<file path="src/rtl/bus_parity_receiver_pkg.sv">
// bus_parity_receiver_pkg: FSM state codes for the parity bus receiver.
// These codes match the ones used by the transmitter sequencer.
package bus_parity_receiver_pkg;
  typedef enum logic [1:0] {
    ST_ARM  = 2'd0,
    ST_IDLE = 2'd1,
    ST_ACK  = 2'd2
  } rx_state_e;
endpackage

</file>
<file path="src/rtl/bus_rx_fifo.sv">
// bus_rx_fifo: show-ahead FIFO that owns the pointers, count, full and empty.
module bus_rx_fifo #(
  parameter int DW    = 5,
  parameter int DEPTH = 4,
  parameter int AW    = 2
) (
  input  logic          cp,
  input  logic          rst_,
  input  logic          we,
  input  logic [DW-1:0] wd,
  input  logic          rd,
  output logic [DW-1:0] rdata,
  output logic          empty,
  output logic          full,
  output logic [AW:0]   count
);
  logic [DW-1:0] mem_q [DEPTH];
  logic [AW-1:0] wr_ptr_q, rd_ptr_q;
  logic [AW:0]   count_q, count_d;
  logic          empty_q, full_q, pop;
  assign pop     = rd && !empty_q;
  assign count_d = count_q + {{AW{1'b0}}, we} - {{AW{1'b0}}, pop};
  assign rdata   = mem_q[rd_ptr_q];
  assign empty   = empty_q;
  assign full    = full_q;
  assign count   = count_q;
  always_ff @(posedge cp or negedge rst_) begin
    if (!rst_) begin
      for (int i = 0; i < DEPTH; i++) mem_q[i] <= '0;
      wr_ptr_q <= '0;
      rd_ptr_q <= '0;
      count_q  <= '0;
      empty_q  <= 1'b1;
      full_q   <= 1'b0;
    end else begin
      if (we) mem_q[wr_ptr_q] <= wd;
      wr_ptr_q <= wr_ptr_q + AW'(we);
      rd_ptr_q <= rd_ptr_q + AW'(pop);
      count_q  <= count_d;
      empty_q  <= count_d == '0;
      full_q   <= count_d == (AW+1)'(DEPTH);
    end
  end
endmodule

</file>
<file path="src/rtl/bus_parity_receiver.sv">
// bus_parity_receiver: captures one inverted-bus word per strobe/ack handshake,
// checks its parity and queues {data, error} for the local consumer.
module bus_parity_receiver
  import bus_parity_receiver_pkg::*;
#(
  parameter int WIDTH = 4,
  parameter int DEPTH = 4,
  parameter int AW    = 2
) (
  input  logic             cp,
  input  logic             rst_,
  input  logic [WIDTH-1:0] bus_,
  input  logic             par,
  input  logic             stb_,
  output logic             ack_,
  input  logic             rd,
  output logic [WIDTH-1:0] r,
  output logic             perr,
  output logic             empty,
  output logic             full,
  output logic [AW:0]      count,
  output logic             perr_any,
  input  logic             clr
);
  rx_state_e        state_q, state_d;
  logic             s1_q, ss_q, ack_q, perr_any_q, perr_any_d, we, err;
  logic [WIDTH:0]   rdata;
  logic [WIDTH-1:0] data;
  assign data = ~bus_;
  assign err  = par ^ (^data);
  always_comb begin
    we         = state_q == ST_IDLE && !ss_q && !full;
    state_d    = state_q == ST_ARM  ? (ss_q ? ST_IDLE : ST_ARM) :
                 state_q == ST_IDLE ? (we ? ST_ACK : ST_IDLE) :
                                      (ss_q ? ST_IDLE : ST_ACK);
    perr_any_d = (perr_any_q && !clr) || (we && err);
  end
  // The synchronizer resets to the asserted view so a strobe held over reset is not re-captured.
  always_ff @(posedge cp or negedge rst_) begin
    if (!rst_) begin
      s1_q       <= 1'b0;
      ss_q       <= 1'b0;
      state_q    <= ST_ARM;
      ack_q      <= 1'b1;
      perr_any_q <= 1'b0;
    end else begin
      s1_q       <= stb_;
      ss_q       <= s1_q;
      state_q    <= state_d;
      ack_q      <= state_d != ST_ACK;
      perr_any_q <= perr_any_d;
    end
  end
  bus_rx_fifo #(.DW(WIDTH + 1), .DEPTH(DEPTH), .AW(AW)) u_fifo (
    .cp    (cp),
    .rst_  (rst_),
    .we    (we),
    .wd    ({data, err}),
    .rd    (rd),
    .rdata (rdata),
    .empty (empty),
    .full  (full),
    .count (count)
  );
  assign ack_     = ack_q;
  assign r        = rdata[WIDTH:1];
  assign perr     = rdata[0];
  assign perr_any = perr_any_q;
endmodule
</file>
<file path="config.mk">
export PLATFORM = sky130hd
export DESIGN_NAME = bus_parity_receiver
export DESIGN_NICKNAME = d
export VERILOG_FILES = /design/src/rtl/bus_parity_receiver_pkg.sv /design/src/rtl/bus_rx_fifo.sv /design/src/rtl/bus_parity_receiver.sv
export SDC_FILE = /design/constraint.sdc
export NUM_CORES = 1
export LEC_CHECK = 0
export BUFFER_PORTS_ARGS = -buffer_cell sky130_fd_sc_hd__clkbuf_2
export CORE_MARGIN = 2
export CORE_UTILIZATION = 30
export CTS_CLUSTER_SIZE = 25
export DETAILED_ROUTE_END_ITERATION = 7
export HOLD_SLACK_MARGIN = 0.03
export PLACE_DENSITY = 0.5
export SLEW_MARGIN = 30
export SYNTH_ARGS = -nofsm -noshare
export SYNTH_HDL_FRONTEND = slang
export SYNTH_HIERARCHICAL = 1
export SYNTH_SLANG_ARGS = --single-unit
</file>
<file path="constraint.sdc">
create_clock -name cp -period 3.7 [get_ports cp]
set_input_delay 1.11 -clock cp [delete_from_list [all_inputs] [get_ports cp]]
set_output_delay 1.11 -clock cp [all_outputs]
set_load 0.03 [all_outputs]
</file>
; ---- Yosys cells after proc, flatten, opt, wreduce, memory -nomap -nowiden
; Index checks and enable logic that the tools add are counted.
[totals]
regBits = 35
inputBits = 10
output_inout_bits = 12
word_cells = 53
[op_classes]
add_sub_neg = 4
n_lt_le_gt_ge = 3
eq_ne = 3
mux = 11
bitwise_logic = 4
reduce_logical = 14
[op_table]
columns = operator, n
row1 = 20-bit bitwise mux, 1
row2 = 5-bit 2-to-1 mux, 3
row3 = 5-bit binary-select mux with 2-bit select, 1
row4 = 5-bit demux with 2-bit select, 1
row5 = 2-bit 2-to-1 mux, 4
row6 = 3-bit >= comparator (second input constant), 2
row7 = 1-bit logical AND, 6
row8 = 2-bit inverter with 3-bit output, 2
row9 = 2-bit by 1-bit adder with 2-bit output, 2
row10 = 1-bit zero test, 4
row11 = 4-bit inverter, 1
row12 = 4-bit parity, 1
row13 = 3-bit by 1-bit adder with 3-bit output, 1
row14 = 3-bit equality test (second input constant), 1
row15 = 3-bit zero test, 1
row16 = 3-bit by 1-bit less-than comparator with 1-bit output (second input constant), 1
row17 = 3-bit by 1-bit subtractor with 3-bit output, 1
row18 = 2-bit by 1-bit equality test with 1-bit output (second input constant), 1
row19 = 2-bit zero test, 1
row20 = 2-bit inequality test (second input constant), 1
row21 = 1-bit logical OR, 1
row22 = 1-bit 2-to-1 mux, 1
row23 = 1-bit XOR, 1

; ---- Longest topological paths before layout
[depth]
depth_word = 7
ltp_mapped = 7
mapped_depth_nobuf = 7

; ---- Cells and area by module
; The synthesis kept the hierarchy.
[by_module_without_submodules]
columns = module, n_inst, cells_each, area_each_um2, seq_area_each_um2
row1 = bus_rx_fifo, 1, 75, 1253.7, 726.9
row2 = bus_parity_receiver, 1, 21, 254.0, 151.4

; ---- Least setup slack after synthesis
; No wires, ideal clock.
[synth_path]
path_kind = reg2reg
startpoint = register u_fifo.full_q (netlist: u_fifo/full)
endpoint = register u_fifo.full_q (netlist: u_fifo/full)
setup_time_ns = 0.088
arrival_ns = 2.465
t_required_ns = 3.612
path_slack_ns = 1.147
stages_incl_launch_ff = 8
path_buffers = 0
period_less_slack_ns = 2.553
cell_sequence = dfrtp_1 -> nor4b_1 -> xnor2_1 -> ha_1 -> inv_1 -> fa_1 -> xor3_1 -> nor3b_1
[synth_via]
elab_chain_cells = 5
[synth_lines]
columns = element, line_no
row1 = "start, declared", bus_rx_fifo.sv:20  ; logic empty_q, full_q, pop;
row2 = "start signal, assigned", bus_rx_fifo.sv:41  ; full_q <= count_d == (AW+1)'(DEPTH);
row3 = 1-bit zero test, bus_parity_receiver.sv:32  ; we = state_q == ST_IDLE && !ss_q && !full;
row4 = 1-bit logical AND, bus_parity_receiver.sv:32
row5 = named net we, bus_parity_receiver.sv:26  ; logic s1_q, ss_q, ack_q, perr_any_q, perr_any_d, we, err;
row6 = 3-bit by 1-bit adder with 3-bit output, bus_rx_fifo.sv:22  ; assign count_d = count_q + {{AW{1'b0}}, we} - {{AW{1'b0}}, pop};
row7 = 3-bit by 1-bit subtractor with 3-bit output, bus_rx_fifo.sv:22
row8 = named net u_fifo.count_d[2], bus_rx_fifo.sv:19  ; logic [AW:0] count_q, count_d;
row9 = 3-bit equality test, bus_rx_fifo.sv:41
; The timed path passes the listed nets, and every way through them passes these cells.
; A chain may end at the register's enable or synchronous reset.

; ---- Worst setup path in the final report
[layout_path]
startpoint = register u_fifo.rd_ptr_q[0]
endpoint = output r[3]
[layout_via]
elab_chain_cells = 4
[layout_lines]
columns = element, line_no
row1 = "start, declared", bus_rx_fifo.sv:18  ; logic [AW-1:0] wr_ptr_q, rd_ptr_q;
row2 = "start signal, assigned", bus_rx_fifo.sv:38  ; rd_ptr_q <= rd_ptr_q + AW'(pop);
row3 = 2-bit inverter with 3-bit output (implied by the code), bus_rx_fifo.sv:23  ; assign rdata = mem_q[rd_ptr_q];
row4 = 5-bit binary-select mux with 2-bit select, bus_rx_fifo.sv:23
row5 = 5-bit 2-to-1 mux (implied by the code) (2 in a row), bus_rx_fifo.sv:23
row6 = "end, declared", bus_parity_receiver.sv:17  ; output logic [WIDTH-1:0] r,
; No other way between the ends. The select of a mux whose other input is x is not followed.

==> flow_metrics.py <==
metrics = {
    "clock_tree": {
        "cts_buffers": 5,
        "number_of_sinks_handled_by_clock_tree_synthesis": 35,
        "cts-htree-levels": 2,
        "cts_setup_buffers": 0,
        "cts.repair.resized": 0,
        "clk-insertion-delay-late_ns": 0.28,
        "clkTransAtPathRegs_ns": 0.07,
        "cts_tree": "built",
        "postCtsHoldBufs": 0,
        "ctsRootBufferMaster": "clkbuf_8",
        "clock_tree.buffer_depth": 2,
    },
    "grt": {
        "antenna_found_initial": 0,
        "grt_start_max_net_pins": 36,
        "grt.overflow.total": 0,
        "groute.usage.overall_pct": 11.29,
        "grt_first_pass_wirelength_um": 4450,
        "via_count_of_the_first_global_routing_pass": 895,
    },
    "timing": {
        "min_clock_period_post_route_ns": 2.767,
        "tightest_slew_ns": 0.7689,
        "final_min_period_over_clock_period_pct": 74.78,
        "timing.setup.tns_ns": 0,
        "final-hold-violation-count": 0,
        "maxSlewHeadroom_pct": 48.74,
        "fmaxAchievable_mhz": 361.4,
        "rsz_0062_raised_after_global_routing": "no",
        "final-max-slew-violation-count": 0,
        "setup_violations": 0,
        "finalClockSkew_ns": 0.004473,
    },
    "synthesis": {
        "mapped_nets": 109,
        "synthesis.yosys.warnings": 6,
        "ys_ff_latch": 35,
        "synth_top_flop_cell": "dfrtp_1",
        "ys_types": 25,
        "synth_edf_count": 0,
        "synth.avg_cell_area_um2": 15.71,
        "netlist_instances": 96,
        "ys_top_cells_by_area": "dfrtp_1 55%, mux2_2 15%, mux4_2 7.5%, dfstp_2 3.5%, xnor2_1 2.3%",
        "yosysTopAreaCell": "dfrtp_1",
        "yosysTopAreaCellShare_pct": 54.77,
        "synth.cell_area_um2": 1508,
        "yosysMostFrequentCell": "dfrtp_1",
        "seq_area_frac_synth_pct": 58.26,
        "synth.top_cells.by_count": "33 x dfrtp_1, 20 x mux2_2, 9 x inv_1, 5 x mux4_2, 4 x xnor2_1",
        "synth-async-reset-ratio_pct": 100.0,
    },
    "placement": {
        "placement_cell_area_um2": 1695,
        "place.detailed.hpwl_um": 1875,
        "port_buffers": 21,
        "globalplace.congestion": 0.6784,
    },
    "run_status": {
        "run_status": "completed",
    },
    "setup_path": {
        "worst-path-max-fanout": 7,
        "beginning_of_the_critical_path": "u_fifo/rd_ptr_q[0]",
        "arrival_ns": 1.66,
        "required_ns": 2.59,
        "crit_path_start_kind": "register",
        "critical_path.reg2reg.startpoint": "state_q[1]",
        "timing.setup.critical_path_class": "register to primary output",
        "critPathCaptureType": "primary output",
    },
    "cells_and_area": {
        "final_layout_size_suffix_gt1_share_pct": 45.53,
        "flow.area_growth_from_synthesis_pct": 19.25,
        "final_design_area_no_fill_um2": 1798,
        "n_antenna_cell": 0,
        "nets": 136,
    },
    "power": {
        "leakagePower_nw": 0.8160,
        "ir_drop_uv": 310.0,
        "power.density_nw_per_um2": 920.4,
    },
    "hold_path": {
        "worstHoldStart": "s1_q",
        "hold_path.class": "register to register",
    },
    "route": {
        "average_wire_length_per_cell_after_detail_routing_um": 14.17,
        "drt_pre_antenna_iters": 4,
        "remaining_drc_errors": 0,
        "wl_um": 2692,
        "route.vias.total": 816,
        "viasPerCell": 4.295,
        "drt_iter0_markers": 19,
        "postRouteAntennaNets": 0,
    },
    "floorplanning": {
        "die_height_um": 74.89,
        "die-width_um": 74.89,
        "num_io_pins": 22,
        "core-area_um2": 4786,
        "std_cell_rows": 25,
        "die_area_um2": 5609,
        "start_util_pct": 31.50,
    },
    "flow_run": {
        "maxCapViolations": 0,
    },
}
-- per-layer routing --
layer,up-vias,GRT usage (%),share of wire [%]
li1,388,-,-
met1,410,13.68,44
met2,12,17.93,50
met3,6,4.150,3.8
met4,0,5.357,2.2
met5,-,0,0
-- state kept, by name (all words and copies together) (netlist names) --
name,cells
u_fifo/rd_ptr_q,2
s1_q,1
ack_,1
u_fifo/count,3
u_fifo/wr_ptr_q,2
ss_q,1
u_fifo/mem_q,20
perr_any,1
state_q,2
u_fifo/full,1
u_fifo/empty,1
-- worst paths after layout --
path                                         to  cells after the start  slack [ns]
worst min-delay path                       ss_q                      0        0.37
min in group asynchronous       u_fifo/count[0]                      1        0.90
worst max register to register      u_fifo/full                      8        1.48
worst min register to register             ss_q                      0        0.37
worst max-delay path                       r[3]                      2        0.93
max in group asynchronous       u_fifo/count[2]                      1        2.31
-- kinds of logic after synthesis --
group,Yosys count,share of synthesized area (%)
xor+xnor,8,6.556
simple gates,10,5.145
mux,25,22.41
compound gates,4,1.826
fa+ha+maj,3,2.987
buf+inv,11,2.821
flops,35,58.26
-- final cells by class --
type | count | area [µm²]
multi-input combinational | 50 | 586.8
clock inverter | 1 | 30.03
sequential | 35 | 878.3
tap | 67 | 83.83
inverter | 9 | 33.78
clock buffer | 6 | 72.57
fill | 449 | 2988
timing repair buffer | 22 | 112.6
-- power by group --
part / switching (W) / internal [W] / total (W) / leakage (nW)
sequential: 0.000129 / 0.000553 / 0.000682 / 0.412
clock: 0.000128 / 0.000197 / 0.000325 / 0.0513
combinational: 0.000329 / 0.000319 / 0.000648 / 0.352
total: 0.000586 / 0.00107 / 0.00165 / 0.816
-- critical path, stage by stage, from the launching register on --
cell	delay, ns
dfrtp_1	0.61
mux4_2	0.56
clkbuf_2	0.20
-- cell usage in the layout, fill, tap and decap left out, types with 2 or more instances in the layout --
cell type / synthesis / layout
clkbuf_2: 0 / 20
dfrtp_1: 33 / 33
mux4_2: 5 / 5
xor2_1: 2 / 2
dfstp_2: 2 / 2
ha_1: 2 / 2
mux2_2: 20 / 20
xnor2_1: 4 / 4
inv_1: 9 / 9
clkbuf_8: 0 / 5
nand3b_1: 3 / 3
-- metrics by stage --
stage	utilization [%]	total power, W	setup WS [ns]	hold slack, ns	cells
after floorplan	-	0.001177	1.147	0.3312	96
after global placement	35.42	0.001320	1.154	0.3362	183
after detailed placement	35.42	0.001349	1.094	0.3562	183
after CTS	37.57	0.001682	0.9089	0.3802	190
after global routing	37.57	0.001758	0.8490	0.3963	190
final	37.57	0.001655	0.9333	0.3701	190
Note: power is estimated with default switching activity, not from simulation.
